**config.mk**
```make
export PLATFORM = sky130hd
export DESIGN_NAME = flush_controller
export DESIGN_NICKNAME = d
export VERILOG_FILES = /design/src/rtl/flush_controller.sv
export SDC_FILE = /design/constraint.sdc
export NUM_CORES = 1
export LEC_CHECK = 0
export CORE_MARGIN = 3
export CORE_UTILIZATION = 40
export DETAILED_ROUTE_END_ITERATION = 12
export DONT_BUFFER_PORTS = 1
export GPL_TIMING_DRIVEN = 0
export MAX_ROUTING_LAYER = met4
export PLACE_DENSITY_LB_ADDON = 0.12
export SLEW_MARGIN = 15
export SYNTH_ARGS = -nofsm -noshare
export SYNTH_HDL_FRONTEND = slang
export SYNTH_SLANG_ARGS = --single-unit
```
**constraint.sdc**
```tcl
create_clock -name clk -period 1.82 [get_ports clk]
set_input_delay 0.273 -clock clk [delete_from_list [all_inputs] [get_ports clk]]
set_output_delay 0.273 -clock clk [all_outputs]
set_load 0.05 [all_outputs]
```
**src/rtl/flush_controller.sv**
```systemverilog
`default_nettype none
// ============================================================================
//  Module      : flush_controller
//  Description : Sequences recovery after a branch misprediction. It waits for
//                an in-flight committed store to drain, holds a multi-cycle
//                flush to the back end, then issues a one-cycle redirect to
//                fetch.
//  Ports       : clk, reset         - clock, asynchronous active-high reset
//                mispredicted       - misprediction strobe (sampled in IDLE)
//                pc_update[31:0]    - correct PC, captured with mispredicted
//                store_busy         - data memory completing a committed store
//                flush              - squash ROB/RS/LSQ/FU scheduler/FUs
//                fetch_hold         - stall fetch and fetch/issue register
//                redirect_valid     - one-cycle load of redirect_pc into PC
//                redirect_pc[31:0]  - captured target PC
//                busy               - recovery in progress
//                drain_timeout      - sticky, DRAIN ended on timeout
//                recover_count[7:0] - completed recoveries, wraps at 256
//  Revision    : 1.0 - initial release
// ============================================================================
module flush_controller #(
    parameter int FLUSH_CYCLES = 2,
    parameter int DRAIN_MAX    = 16
) (
    input  logic        clk,
    input  logic        reset,
    input  logic        mispredicted,
    input  logic [31:0] pc_update,
    input  logic        store_busy,
    output logic        flush,
    output logic        fetch_hold,
    output logic        redirect_valid,
    output logic [31:0] redirect_pc,
    output logic        busy,
    output logic        drain_timeout,
    output logic [7:0]  recover_count
);

    typedef enum logic [1:0] {
        S_IDLE     = 2'd0,
        S_DRAIN    = 2'd1,
        S_FLUSH    = 2'd2,
        S_REDIRECT = 2'd3
    } state_t;

    localparam logic [7:0] c_drain_last = 8'(DRAIN_MAX - 1);
    localparam logic [3:0] c_flush_last = 4'(FLUSH_CYCLES - 1);

    state_t      r_state;
    logic [7:0]  r_drain_cnt;
    logic [3:0]  r_flush_cnt;
    logic [31:0] r_target;
    logic        r_flush;
    logic        r_fetch_hold;
    logic        r_redirect_valid;
    logic        r_busy;
    logic        r_drain_timeout;
    logic [7:0]  r_recover_count;

    // Outputs are registered alongside the state: every transition below
    // loads the output values belonging to the state being entered.
    always_ff @(posedge clk or posedge reset) begin
        if (reset) begin
            r_state          <= S_IDLE;
            r_drain_cnt      <= 8'd0;
            r_flush_cnt      <= 4'd0;
            r_target         <= 32'h0;
            r_flush          <= 1'b0;
            r_fetch_hold     <= 1'b0;
            r_redirect_valid <= 1'b0;
            r_busy           <= 1'b0;
            r_drain_timeout  <= 1'b0;
            r_recover_count  <= 8'd0;
        end else begin
            case (r_state)
                S_IDLE: begin
                    if (mispredicted) begin
                        r_target     <= pc_update;
                        r_fetch_hold <= 1'b1;
                        r_busy       <= 1'b1;
                        if (store_busy) begin
                            r_state     <= S_DRAIN;
                            r_drain_cnt <= 8'd0;
                        end else begin
                            r_state     <= S_FLUSH;
                            r_flush_cnt <= 4'd0;
                            r_flush     <= 1'b1;
                        end
                    end
                end
                S_DRAIN: begin
                    // The normal exit is tested first so a store finishing on
                    // the last allowed cycle does not count as a timeout.
                    if (!store_busy) begin
                        r_state     <= S_FLUSH;
                        r_flush_cnt <= 4'd0;
                        r_flush     <= 1'b1;
                    end else if (r_drain_cnt == c_drain_last) begin
                        r_state         <= S_FLUSH;
                        r_flush_cnt     <= 4'd0;
                        r_flush         <= 1'b1;
                        r_drain_timeout <= 1'b1;
                    end else begin
                        r_drain_cnt <= r_drain_cnt + 8'd1;
                    end
                end
                S_FLUSH: begin
                    r_flush_cnt <= r_flush_cnt + 4'd1;
                    if (r_flush_cnt == c_flush_last) begin
                        r_state          <= S_REDIRECT;
                        r_flush          <= 1'b0;
                        r_redirect_valid <= 1'b1;
                    end
                end
                S_REDIRECT: begin
                    r_state          <= S_IDLE;
                    r_redirect_valid <= 1'b0;
                    r_fetch_hold     <= 1'b0;
                    r_busy           <= 1'b0;
                    r_recover_count  <= r_recover_count + 8'd1;
                end
                default: begin
                    r_state          <= S_IDLE;
                    r_flush          <= 1'b0;
                    r_fetch_hold     <= 1'b0;
                    r_redirect_valid <= 1'b0;
                    r_busy           <= 1'b0;
                end
            endcase
        end
    end

    assign flush          = r_flush;
    assign fetch_hold     = r_fetch_hold;
    assign redirect_valid = r_redirect_valid;
    assign redirect_pc    = r_target;
    assign busy           = r_busy;
    assign drain_timeout  = r_drain_timeout;
    assign recover_count  = r_recover_count;

endmodule
`default_nettype wire
```
==> metrics.yaml <==
status:
  status: "finished with violations"
  violations: "negative setup slack"
global_routing:
  use_met2_pct: 24.5
  grt_pass1_wl_um: 8970
  top_usage_layer: "met2"
  grtUsageMet1_pct: 18.5
  track_usage_pct: 15.9
  grt-ovfl-total: 0
  antenna_found_initial: 0
  grt_pass1_vias: 1894
  grt_max_degree: 35
  use_met3_pct: 5.32
setup_path:
  cp-startpoint: "r_drain_cnt[5]"
  slowest_stage: "or4_4"
  cp-end-kind: "flip-flop"
  r2r_setup_slack_ns: -0.1
  crit-reg2reg-launch: "r_drain_cnt[5]"
  path_cells: "or4_4 -> o211a_4 -> a211o_1 -> a221o_1"
  crit_family: "compound AO/OA/AOI/OAI gates"
  rr_endpoint: "r_state[0]"
  reg2regPathDepth: 4
  max_stage_delay_ns: 0.58
  worstSetupPathType: "flip-flop to flip-flop"
  worst-path-buf-inv: 0
  required_ns: 2.03
  cp_max_fo: 4
  crit_path_start_kind: "flip-flop"
  crit_arrival_ns: 2.13
job:
  maxCapViolCount: 0
power_and_ir_drop:
  power_density_nw_per_um2: 2030
  vdd_ir_drop_max_v: 0.00117
  total_leakage_power_nw: 1.34
  fin_total_pwr_mw: 6.32
place:
  dpl.hpwl_um: 3780
  dpl_cell_area_um2: 2690
  gp_congestion: 0.768
  dp_cells: 280
  port-buffer-count: 0
  place_worst_setup_slack_ns: -0.283
min_path:
  hold_path.class: "input pin to flip-flop"
  min_to: "redirect_pc[7]"
  holdPathStages: 1
  hp-start: "pc_update[7]"
clock_network:
  h-tree-depth: 3
  cts_tree: "yes"
  insertion_delay_ns: 0.33
  cts.sinks: 58
  path_clk_slew_ns: 0.07
  cts_root_buffer: "clkbuf_8"
  numCtsBuffers: 9
  cts_max_path_buffers: 2
final_layout:
  design_area_um2: 3120
  n_antenna_cell: 0
  post-route-util_pct: 51.5
  fill_cells: 535
  finalNetCount: 274
  drive_gt1_share_pct: 42.3
  ff_latch_area_um2: 1450
  area_growth_syn_to_layout_pct: 21.2
  multi_input_area_um2: 1200
  instances_no_fill: 309
timing:
  fin_crit_ns: 1.92
  worst_slew_pin_slew_ns: 0.570
  maxSlewViolCount: 0
  fmax_mhz: 521
  tns_ns: -0.267
  finClkSkew_ns: 0.00847
  final.period_utilization_pct: 105
  slew-limit-headroom_pct: 62.0
  fin_ws_ns: -0.0980
  hold_ws_ns: 0.0869
  setup-violations-final: 5
  final-hold-violation-count: 0
  rsz0062_at_grt: "true"
synthesis:
  synth_cell_types: 34
  syn_nets: 248
  yosysSeqAreaShare_pct: 56.3
  synth_cells: 204
  ys_warn_count: 0
  synth.avg_cell_area_um2: 12.6
  ys_seq_elements: 58
  synth_area_um2: 2580
floorplan:
  dieArea_um2: 7440
  fp.coreArea_um2: 6060
  rows: 28
  die_y_um: 86.3
  start_util_pct: 42.5
  io_pins: 81
  dieWidth_um: 86.3
routing:
  firstDrtPassIters: 6
  drtIter0Drc: 43
  wire_per_inst_um: 17.7
  viasPerCell: 5.44
  drc: 0
  drt-total-wl_um: 5480
  vias: 1681
  antenna_left: 0
==> flip-flops by register name, summed over array words and instances (netlist names) <==
register / flops
flush: 1
recover_count: 8
r_state: 2
drain_timeout: 1
busy: 1
r_drain_cnt: 8
redirect_pc: 32
r_flush_cnt: 4
redirect_valid: 1
==> Yosys cell counts <==
library cell,count,share of area (%)
xnor2_1,5,1.7
a21oi_1,7,1.4
or4_4,1,0.44
o21ai_0,10,1.9
mux2i_1,2,0.78
nand2b_1,4,0.97
nor4b_1,2,0.68
o211a_4,1,0.68
and3_1,1,0.24
o21a_1,1,0.29
buf_2,1,0.19
xor2_1,4,1.4
nand2_1,10,1.5
a22o_1,2,0.68
clkbuf_1,7,1.0
nand4_1,2,0.49
buf_4,1,0.29
mux2_2,36,16
or3b_2,1,0.34
o311ai_2,1,0.63
o31ai_1,5,1.5
nand3_1,5,0.97
a41oi_1,1,0.34
a211o_1,1,0.34
nor2_1,8,1.2
a31o_2,1,0.34
inv_1,8,1.2
nor2b_1,2,0.49
or4b_1,1,0.39
or3_1,4,0.97
and2_1,2,0.49
a221o_1,1,0.39
dfrtp_1,58,56
ha_1,8,3.9
==> layer usage <==
| metal | vias up | wire length [um] |
|---|---|---|
| li1 | 772 | - |
| met1 | 835 | 2220 |
| met2 | 61 | 2750 |
| met3 | 13 | 388 |
| met4 | 0 | 125 |
| met5 | - | 0 |
==> cells by family (layout without fill, tap and decap cells) <==
group	count (synthesis)	count (layout)	share of synthesized area, %
xor+xnor	9	9	3.06
simple gates	43	43	9.08
flops	58	58	56.3
fa+ha+maj	8	8	3.89
mux	38	38	16.5
compound gates	31	31	8.45
buf+inv	17	47	2.67
==> how the worst max path moves through the flow <==
| stage | endpoint | slack (ns) | cells after the start |
|---|---|---|---|
| after floorplan | r_state[0] | -0.07 | 4 |
| after global placement | r_flush_cnt[1] | -0.32 | 1 |
| after detailed placement | redirect_pc[23] | -0.28 | 6 |
| after CTS | r_state[0] | -0.12 | 4 |
| after global routing | r_state[0] | -0.14 | 4 |
| final | r_state[0] | -0.1 | 4 |
==> repair_timing <==
item / in CTS / in global routing
setup buffers: 12 / 3
hold endpoints to repair: 24 / 0
hold buffers: 1 / 0
endpoints found under the setup margin: 44 / 14
resized for setup: 20 / 19
pin swaps: 10 / 9
==> cell usage in the layout, fill, tap and decap left out, types with 2 or more instances in the layout <==
cell	count
o21ai_0	5
ha_4	2
nand4_1	2
or3_1	3
buf_4	16
nand2_1	9
a21oi_1	5
inv_2	4
inv_1	4
nor2_1	6
mux2_2	35
clkbuf_8	10
a21oi_2	2
nor2b_1	2
nand2b_1	4
dfrtp_1	58
a22o_1	2
o31ai_2	2
clkbuf_1	2
nand3_1	4
clkbuf_2	4
clkinv_2	3
o31ai_4	3
ha_1	6
o21ai_1	5
xnor2_1	5
xor2_1	4
and2_1	2
==> area by class of cell <==
type                    count  share of cell area [%]
plain buffers               7                    1.12
clock buffers              10                    4.41
clock inverters             5                    1.00
inverters                   8                   0.962
multi-input cells         129                    38.4
flip-flops and latches     58                    46.5
well taps                  75                    3.01
repair buffers             17                    4.57
==> report_power, final <==
group / leakage, nW / total [mW] / internal (mW) / switching (mW)
logic: 0.538 / 1.62 / 0.854 / 0.762
clock network: 0.0879 / 1.01 / 0.517 / 0.494
registers: 0.715 / 3.70 / 1.74 / 1.95
total: 1.34 / 6.32 / 3.12 / 3.21
Power figures use the tool's default switching activity.
